[config.mk]
export PLATFORM = sky130hd
export DESIGN_NAME = wash_cycle_controller
export DESIGN_NICKNAME = d
export VERILOG_FILES = /design/src/rtl/wash_pkg.sv /design/src/rtl/wash_cycle_controller_phase_timer.sv /design/src/rtl/wash_cycle_controller.sv
export SDC_FILE = /design/constraint.sdc
export NUM_CORES = 1
export LEC_CHECK = 0
export CORE_ASPECT_RATIO = 0.9
export CORE_MARGIN = 2
export CORE_UTILIZATION = 50
export DETAILED_ROUTE_END_ITERATION = 16
export GPL_ROUTABILITY_DRIVEN = 0
export HOLD_SLACK_MARGIN = 0.05
export PLACE_DENSITY = 0.74
export RECOVER_POWER = 50
export SYNTH_ARGS = -nofsm -noshare
export SYNTH_HDL_FRONTEND = slang
export SYNTH_SLANG_ARGS = --single-unit
[constraint.sdc]
create_clock -name clk -period 4 [get_ports clk]
set_input_delay 0.4 -clock clk [delete_from_list [all_inputs] [get_ports clk]]
set_output_delay 0.4 -clock clk [all_outputs]
set_load 0.005 [all_outputs]
[src/rtl/wash_pkg.sv]
// Shared types and constants for the washing-machine cycle controller.
package wash_pkg;

  localparam int unsigned COUNT_W = 32;
  localparam int unsigned BASE_W  = 29;

  typedef enum logic [2:0] {
    IDLE     = 3'b000,
    FILLING  = 3'b001,
    WASHING  = 3'b010,
    RINSING  = 3'b011,
    SPINNING = 3'b100
  } wash_state_e;

  localparam logic [3:0] FREQ_1MHZ = 4'b0001;
  localparam logic [3:0] FREQ_2MHZ = 4'b0010;
  localparam logic [3:0] FREQ_4MHZ = 4'b0100;
  localparam logic [3:0] FREQ_8MHZ = 4'b1000;

  // Base count scaled by 2**shift; a zero base still yields a one-cycle phase.
  function automatic logic [COUNT_W-1:0] phase_target(input logic [BASE_W-1:0] base,
                                                      input logic [1:0]        shift);
    logic [COUNT_W-1:0] b;
    b = (base == '0) ? COUNT_W'(1) : COUNT_W'(base);
    return b << shift;
  endfunction

endpackage

[src/rtl/wash_cycle_controller_phase_timer.sv]
// Phase timer: clearable, pausable up-counter flagging the last cycle of a phase.
module phase_timer
  import wash_pkg::*;
(
  input  logic               clk,
  input  logic               rst_n,
  input  logic               clear,
  input  logic               enable,
  input  logic [COUNT_W-1:0] target,
  output logic [COUNT_W-1:0] count,
  output logic               terminal_c
);

  always_ff @(posedge clk or negedge rst_n) begin
    if (!rst_n) begin
      count <= '0;
    end else if (clear) begin
      count <= '0;
    end else if (enable) begin
      count <= count + COUNT_W'(1);
    end
  end

  assign terminal_c = (count == target - COUNT_W'(1));

endmodule

[src/rtl/wash_cycle_controller.sv]
// Washing-machine sequencer: IDLE -> FILLING -> WASHING -> RINSING -> SPINNING.
// Define DOUBLE_WASH_EN to honour double_wash (second wash+rinse pass).
module wash_cycle_controller
  import wash_pkg::*;
#(
  parameter logic [28:0] FILLING_COUNT  = 29'd120000000,
  parameter logic [28:0] WASHING_COUNT  = 29'd300000000,
  parameter logic [28:0] RINSING_COUNT  = 29'd120000000,
  parameter logic [28:0] SPINNING_COUNT = 29'd60000000
) (
  input  logic        clk,
  input  logic        rst_n,
  input  logic [3:0]  clock_frequency,
  input  logic        coin_in,
  input  logic        double_wash,
  input  logic        timer_pause,
  output logic [2:0]  state,
  output logic        door_lock,
  output logic        wash_done,
  output logic [31:0] phase_count
);

  wash_state_e        state_q;
  logic [1:0]         shift_q;
  logic [1:0]         freq_shift_c;
  logic               freq_ok_c;
  logic [BASE_W-1:0]  base_c;
  logic [COUNT_W-1:0] target_c;
  logic               terminal_c;
  logic               paused_c;
  logic               advance_c;
  logic               second_pass_c;
  logic               start_c;

  // One-hot frequency select to a shift amount; anything else is rejected.
  always_comb begin
    freq_ok_c    = 1'b1;
    freq_shift_c = 2'd0;
    case (clock_frequency)
      FREQ_1MHZ: freq_shift_c = 2'd0;
      FREQ_2MHZ: freq_shift_c = 2'd1;
      FREQ_4MHZ: freq_shift_c = 2'd2;
      FREQ_8MHZ: freq_shift_c = 2'd3;
      default:   freq_ok_c    = 1'b0;
    endcase
  end

  always_comb begin
    base_c = BASE_W'(1);
    case (state_q)
      FILLING:  base_c = FILLING_COUNT;
      WASHING:  base_c = WASHING_COUNT;
      RINSING:  base_c = RINSING_COUNT;
      SPINNING: base_c = SPINNING_COUNT;
      default:  base_c = BASE_W'(1);
    endcase
  end

  assign target_c  = phase_target(base_c, shift_q);
  assign start_c   = (state_q == IDLE) && coin_in && freq_ok_c;
  assign paused_c  = (state_q == SPINNING) && timer_pause;
  assign advance_c = (state_q != IDLE) && !paused_c && terminal_c;

  phase_timer u_timer (
    .clk        (clk),
    .rst_n      (rst_n),
    .clear      ((state_q == IDLE) || advance_c),
    .enable     (!paused_c),
    .target     (target_c),
    .count      (phase_count),
    .terminal_c (terminal_c)
  );

`ifdef DOUBLE_WASH_EN
  logic dw_q;
  logic pass_q;

  // Double-wash request is frozen at coin acceptance; pass_q marks the second pass.
  always_ff @(posedge clk or negedge rst_n) begin
    if (!rst_n) begin
      dw_q   <= 1'b0;
      pass_q <= 1'b0;
    end else if (start_c) begin
      dw_q   <= double_wash;
      pass_q <= 1'b0;
    end else if ((state_q == RINSING) && advance_c && second_pass_c) begin
      pass_q <= 1'b1;
    end
  end

  assign second_pass_c = dw_q && !pass_q;
`else
  logic unused_double_wash;
  assign unused_double_wash = double_wash;
  assign second_pass_c      = 1'b0;
`endif

  always_ff @(posedge clk or negedge rst_n) begin
    if (!rst_n) begin
      state_q   <= IDLE;
      shift_q   <= 2'd0;
      door_lock <= 1'b0;
      wash_done <= 1'b0;
    end else begin
      wash_done <= 1'b0;
      case (state_q)
        IDLE: begin
          if (start_c) begin
            state_q   <= FILLING;
            shift_q   <= freq_shift_c;
            door_lock <= 1'b1;
          end
        end
        FILLING:  if (advance_c) state_q <= WASHING;
        WASHING:  if (advance_c) state_q <= RINSING;
        RINSING:  if (advance_c) state_q <= second_pass_c ? WASHING : SPINNING;
        SPINNING: begin
          if (advance_c) begin
            state_q   <= IDLE;
            door_lock <= 1'b0;
            wash_done <= 1'b1;
          end
        end
        default: begin
          state_q   <= IDLE;
          door_lock <= 1'b0;
        end
      endcase
    end
  end

  assign state = state_q;

endmodule

==> flow_summary.yaml, run 1 <==
sta:
  finalHoldViolCount: 0
  final.min_clock_period_ns: 3.704
  timing.setup.tns_ns: 0
  setup_ws_ns: 0.2955
  fin_crit_sh_pct: 92.61
  setup_violations: 0
  skew_ns: 0.007819
  worstMarginPinSlew_ns: 2.048
  rsz0062_at_grt: "false"
  holdWs_ns: 0.5872
  max_freq_mhz: 269.9
  timing.slew.headroom_pct: -36.51
  drv_slew: 40
setup_path:
  reg2reg_slack_ns: 0.30
  r2r_end: "u_timer.count[1]$_DFFE_PN0P_"
  cp.required_ns: 4.20
  path_class: "register to register"
  worstReg2RegStart: "state[0]$_DFFE_PN0P_"
  critical-path-max-stage-delay_ns: 0.45
  rr_worst_depth: 12
  path_max_fanout: 7
  startpoint: "state[0]$_DFFE_PN0P_"
  crit_end: "u_timer.count[1]$_DFFE_PN0P_"
  cpMostUsedCell: "nand3_1"
  crit_path_end_kind: "register"
  start_kind: "register"
  crit_chain: "o21ai_1 -> nand2_1 -> nand3_1 -> ha_1 -> xnor2_1 -> nand3_1 -> a2111o_1 -> nor4_1 -> and4_1 -> nand4_2 -> or2_2 -> a22o_1"
  worstPathArrival_ns: 3.90
  slowest_stage: "dfrtp_1"
floorplanning:
  dieWidth_um: 89.34
  pin_count: 46
  die_h_um: 80.80
  rows: 27
  die-area_um2: 7218
  coreArea_um2: 6216
  start_util_pct: 52.72
detailed_routing:
  routed.top_layer: "met4"
  drc: 0
  dr.first_iter.drc_count: 400
  viasPerCell: 6.111
  num_vias: 3245
  ant_nets: 0
  wl_met1_mm: 4.111
  met2_length_mm: 4.015
  routedWlPerCell_um: 17.18
  routed_wl_mm: 9.122
  dr.pass1.iters: 5
  wl_met3_um: 703
logic_synthesis:
  synth-edff-count: 0
  synthesis.nets: 422
  netlist_top_cells_area: "dfrtp_1 (30%), xnor2_1 (7.5%), nor2_1 (6.4%)"
  async_flop_share_pct: 100.0
  synth_seq_cells: 39
  synth_ff_type: "dfrtp_1"
  ys_seq_area_share_pct: 29.78
  yosysWarnings: 0
  syn_area_um2: 3277
  yosysTopAreaCellShare_pct: 29.78
  synthCells: 410
  syn_area_per_cell_um2: 7.992
  synth_cell_types: 63
  yosysTopAreaCell: "dfrtp_1"
cells_and_area:
  n_antenna_cell: 0
  nets: 455
  final_layout_size_suffix_gt1_share_pct: 7.658
  area_growth_pct: 18.75
  finalInstanceArea_um2: 3891
worst_hold_path:
  hold_path_class: "register to register"
global_route:
  grt_pass1_wl_mm: 15.17
  grt_overflow: 0
  grt_usage_pct: 27.28
  grt_max_degree: 40
  antenna_found_initial: 0
  grt_pass1_vias: 3021
placed_design:
  placed_area_um2: 3771
  io_buffers: 44
  hpwl_mm: 6.568
  dp_slack_ns: 0.3626
cts:
  cts_tree: "built"
  cts_made_buffers: 5
  post_cts_buffers: 0
  root_buffer: "clkbuf_8"
  clk_pin_slew_worst_paths_ns: 0.08
  insertion_delay_ns: 0.30
  cts_sinks: 39
  cts_buffer_depth: 2
  htreeDepth: 2
power_and_ir_drop:
  p_per_area_nw_per_um2: 317.6
  power_mw: 1.236
  peakVddDrop_v: 0.0001398
  power.leakage_nw: 1.633
status:
  status: "finished, violations left"
  violations: "capacitance limit, slew limit"
job:
  max_cap_violations: 1
[worst min-delay path by stage]
stage,depth (start not counted),to,from
after detailed placement,1,shift_q[1]$_DFFE_PN0P_,rst_n
after CTS,1,u_timer.count[3]$_DFFE_PN0P_,rst_n
after floorplan,0,door_lock$_DFFE_PN0P_,rst_n
after global placement,1,shift_q[1]$_DFFE_PN0P_,rst_n
final,2,door_lock$_DFFE_PN0P_,door_lock$_DFFE_PN0P_
after global routing,2,door_lock$_DFFE_PN0P_,door_lock$_DFFE_PN0P_
[through the flow]
step           utilization [%]  cells
6_report                 62.60    531
2_1_floorplan                -    410
3_5_place_dp             60.67    523
5_1_grt                  62.60    531
4_1_cts                  62.56    531
3_3_place_gp             60.67    523
[registers in the layout, summed over array words and instances, names as in the netlist]
register       cells
u_timer.count     32
state              3
shift_q            2
door_lock          1
wash_done          1
[synth_stat cells (all sizes together), types with 2 or more instances]
cell / instances
a2111o: 2
a211oi: 5
a21boi: 2
a21o: 5
a21oi: 20
a22o: 4
a22oi: 4
a31oi: 6
and2: 5
and3: 9
and4: 4
buf: 20
clkbuf: 6
dfrtp: 39
ha: 3
inv: 12
mux2i: 4
nand2: 31
nand2b: 6
nand3: 16
nand3b: 4
nand4: 10
nor2: 56
nor2b: 3
nor3: 10
nor3b: 3
nor4: 4
o211ai: 5
o21ai: 17
o21bai: 2
o22a: 2
o22ai: 4
o31ai: 3
o41ai: 2
or2: 6
or3: 3
or4: 4
xnor2: 28
xor2: 24
[layout make-up]
cell class	count	area, um2
Tap cell	87	108.9
Sequential cell	39	975.9
Clock inverter	2	35.03
Inverter	13	48.80
Multi-Input combinational cell	332	2133
Fill cell	587	2325
Clock buffer	6	82.58
Timing Repair Buffer	52	506.7
[critical path: cells and delay by family, from the launching register on]
family / cells / cell delay (ns)
AO/OA/AOI/OAI: 3 / 0.96
XOR/XNOR: 1 / 0.16
adder cells (fa/ha/maj): 1 / 0.32
flip-flops: 1 / 0.45
AND/OR/NAND/NOR: 7 / 1.71
[layout by cell type (no fill, tap or decap), types with 5 or more instances in the layout]
cell type	Yosys	final
nor2_1	56	56
dfrtp_1	39	39
nand2_1	31	31
xnor2_1	28	28
clkdlybuf4s50_1	0	25
xor2_1	24	24
a21oi_1	19	18
dlygate4sd3_1	0	18
nand3_1	16	16
o21ai_0	14	14
inv_1	12	12
nor3_1	10	10
nand4_1	9	9
and3_1	9	9
buf_4	0	7
nand2b_1	6	6
or2_2	6	6
a31oi_1	6	6
clkbuf_8	0	6
and2_1	5	5
o211ai_1	5	5
a211oi_1	5	5
a21o_1	5	5
[routing by layer]
layer	GRT usage (%)	up-vias
met5	0	-
met4	10.00	0
met3	5.691	30
met2	40.74	177
met1	38.89	1505
li1	-	1533
[where the power goes]
group          internal, mW  switching, mW  total [mW]  leakage [nW]
combinational         0.191          0.183       0.374          1.05
sequential            0.433         0.0815       0.514         0.522
clock                 0.202          0.146       0.348        0.0612
total                 0.825          0.410        1.24          1.63
[what timing repair did]
item	4_1_cts	5_1_grt
hold buffers	0	0
gates resized for setup	0	1
setup endpoints to repair	0	1
[cell families after synthesis]
logic type	count (synthesis)	share of synthesized area, %
AND/OR/NAND/NOR	178	28.22
adder cells (fa/ha/maj)	3	1.146
buffers and inverters	39	5.345
XOR/XNOR	52	13.90
AO/OA/AOI/OAI	94	20.05
multiplexers	5	1.566
flip-flops	39	29.78
(Power assumes the default switching activity.)
==> run 2, diff against run 1 <==
--- a/config.mk
+++ b/config.mk
@@ -6,7 +6,6 @@
 export NUM_CORES = 1
 export LEC_CHECK = 0
 export CORE_ASPECT_RATIO = 0.9
-export CORE_MARGIN = 2
 export CORE_UTILIZATION = 50
 export DETAILED_ROUTE_END_ITERATION = 16
 export GPL_ROUTABILITY_DRIVEN = 0
==> run 2 against run 1 <==
Compared with the run above:
- the run still ends with capacitance limit, slew limit left
- critical path type unchanged
- worst setup slack better by 0.11 ns
- combinational power is 1% higher
- critical endpoint unchanged
- register-to-register slack better by 0.11 ns
- clock skew down 0.0024 ns
- die area is 4.7% lower
- largest power group unchanged
- total power is 6.3% lower
- count of clock-buffer cells in the layout increased by 1
- worst hold slack about the same
- first-iteration DRC count down 19%
- clock power down 24%
- final area shrank 0.64%
==> flow_summary.yaml, run 2 (synthesis results as in run 1) <==
setup_path:
  crit_path_end_kind: "register"
  cpMostUsedCell: "nand3_1"
  cp.required_ns: 4.19
  worstPathArrival_ns: 3.79
  start_kind: "register"
  worstReg2RegStart: "state[2]$_DFFE_PN0P_"
  path_max_fanout: 33
  critPathBufInv: 1
  rr_worst_depth: 13
  r2r_end: "u_timer.count[1]$_DFFE_PN0P_"
  path_class: "register to register"
  critical-path-max-stage-delay_ns: 0.38
  slowest_stage: "or2_2"
  reg2reg_slack_ns: 0.40
  crit_family: "simple AND/OR/NAND/NOR gates"
  crit_chain: "buf_4 -> o21ai_1 -> nand2_1 -> nand3_1 -> ha_1 -> xnor2_1 -> nand3_1 -> a2111o_1 -> nor4_1 -> and4_1 -> nand4_2 -> or2_2 -> a22o_1"
detailed_routing:
  num_vias: 3217
  viasPerCell: 6.036
  dr.pass1.iters: 5
  ant_nets: 0
  routed_wl_mm: 8.985
  routedWlPerCell_um: 16.86
  drc: 0
  dr.first_iter.drc_count: 325
cells_and_area:
  largest_reg_flops: 32
  regMostFlops: "u_timer.count"
  final_cell_mix: "nor2_1 (56), dfrtp_1 (39), nand2_1 (31)"
  n_antenna_cell: 0
  final_common_cell: "nor2_1"
  nets: 457
  final_layout_size_suffix_gt1_share_pct: 7.399
  area_growth_pct: 17.98
sta:
  timing.slew.headroom_pct: -43.24
  max_freq_mhz: 278.0
  final.min_clock_period_ns: 3.597
  drv_slew: 40
  timing.setup.tns_ns: 0
  skew_ns: 0.005421
  finalHoldViolCount: 0
  holdWs_ns: 0.5868
  setup_violations: 0
  rsz0062_at_grt: "false"
  worstMarginPinSlew_ns: 2.149
  fin_crit_sh_pct: 89.93
power_and_ir_drop:
  p_per_area_nw_per_um2: 299.6
  peakVddDrop_v: 0.0001433
  switchingPower_mw: 0.4075
  power.leakage_nw: 1.623
  power_frac_seq_pct: 44.3
  combPwrFrac_pct: 32.7
  switching_share_pct: 35.18
  power_mw: 1.158
  clockPowerShare_pct: 23.0
  intPower_mw: 0.7508
floorplanning:
  coreArea_um2: 6216
  die_h_um: 78.80
  pin_count: 46
  rows: 27
  start_util_pct: 52.72
  die-area_um2: 6882
  dieWidth_um: 87.34
status:
  violations: "capacitance limit, slew limit"
  status: "finished, violations left"
placed_design:
  io_buffers: 44
  hpwl_mm: 6.577
cts:
  insertion_delay_ns: 0.30
  holdBufCountCts: 0
  cts_made_buffers: 5
  cts_tree: "built"
  cts_sinks: 39
  cts_buffer_depth: 2
  htreeDepth: 2
  post_cts_buffers: 0
  cts_resized: 0
  clk_pin_slew_worst_paths_ns: 0.07
  root_buffer: "clkbuf_8"
worst_hold_path:
  whs_endpoint: "door_lock$_DFFE_PN0P_"
  hold_depth: 2
  hold_path_class: "register to register"
  hp-start: "door_lock$_DFFE_PN0P_"
global_route:
  grt_overflow: 0
  grt_usage_pct: 27.86
  antenna_found_initial: 0
  grt_max_degree: 40
  grt_pass1_vias: 2859
  grt_pass1_wl_mm: 14.71
job:
  max_cap_violations: 1
run 2: worst max-delay path by stage:
stage | slack (ns) | end | cells after the start | from
6_report | 0.40 | u_timer.count[1]$_DFFE_PN0P_ | 13 | state[2]$_DFFE_PN0P_
5_1_grt | 0.05 | state[1]$_DFFE_PN0P_ | 12 | state[0]$_DFFE_PN0P_
4_1_cts | 0.44 | state[1]$_DFFE_PN0P_ | 12 | state[1]$_DFFE_PN0P_
3_5_place_dp | 0.46 | u_timer.count[1]$_DFFE_PN0P_ | 12 | state[1]$_DFFE_PN0P_
3_3_place_gp | 0.49 | u_timer.count[1]$_DFFE_PN0P_ | 12 | state[1]$_DFFE_PN0P_
2_1_floorplan | 0.67 | u_timer.count[1]$_DFFE_PN0P_ | 14 | state[0]$_DFFE_PN0P_
run 2: layer usage:
metal / GRT usage [%] / routed length (um)
met1: 39.34 / 4105
met2: 42.89 / 3964
met3: 3.534 / 632
met4: 11.48 / 283
met5: 0 / 0
run 2: power groups by stage:
stage / clock (mW) / sequential (mW) / combinational, mW
finish: 0.266 / 0.513 / 0.379
detailed placement: 0 / 0.521 / 0.376
floorplan: 0 / 0.492 / 0.250
global route: 0.286 / 0.523 / 0.422
global placement: 0 / 0.520 / 0.369
CTS: 0.269 / 0.513 / 0.378
run 2: worst register-to-register path, delay by kind of cell (launching register included):
| family | cells | cell delay (ns) |
|---|---|---|
| and+or+nand+nor | 7 | 1.66 |
| xor gates and xnor gates | 1 | 0.19 |
| AOI/OAI and AO/OA | 3 | 0.69 |
| DFF | 1 | 0.34 |
| adders and majority gates | 1 | 0.32 |
| buffers and inverters | 1 | 0.31 |
run 2: layout make-up:
cell class                 count  area, um2
fill                         588       2350
tap                           87      108.9
inverter                      13      48.80
multi-input combinational    332       2130
clock buffer                   7      76.32
timing repair buffer          54      521.8
sequential                    39      975.9
clock inverter                 1      5.005
run 2: stage by stage:
stage | instance area [um2] | instances | setup WS, ns | utilization, %
5_1_grt | 3866 | 533 | 0.05390 | 62.20
6_report | 3866 | 533 | 0.4027 | 62.20
4_1_cts | 3867 | 533 | 0.4399 | 62.22
2_1_floorplan | 3277 | 410 | 0.6710 | -
3_5_place_dp | 3786 | 525 | 0.4553 | 60.91
3_3_place_gp | 3786 | 525 | 0.4933 | 60.91
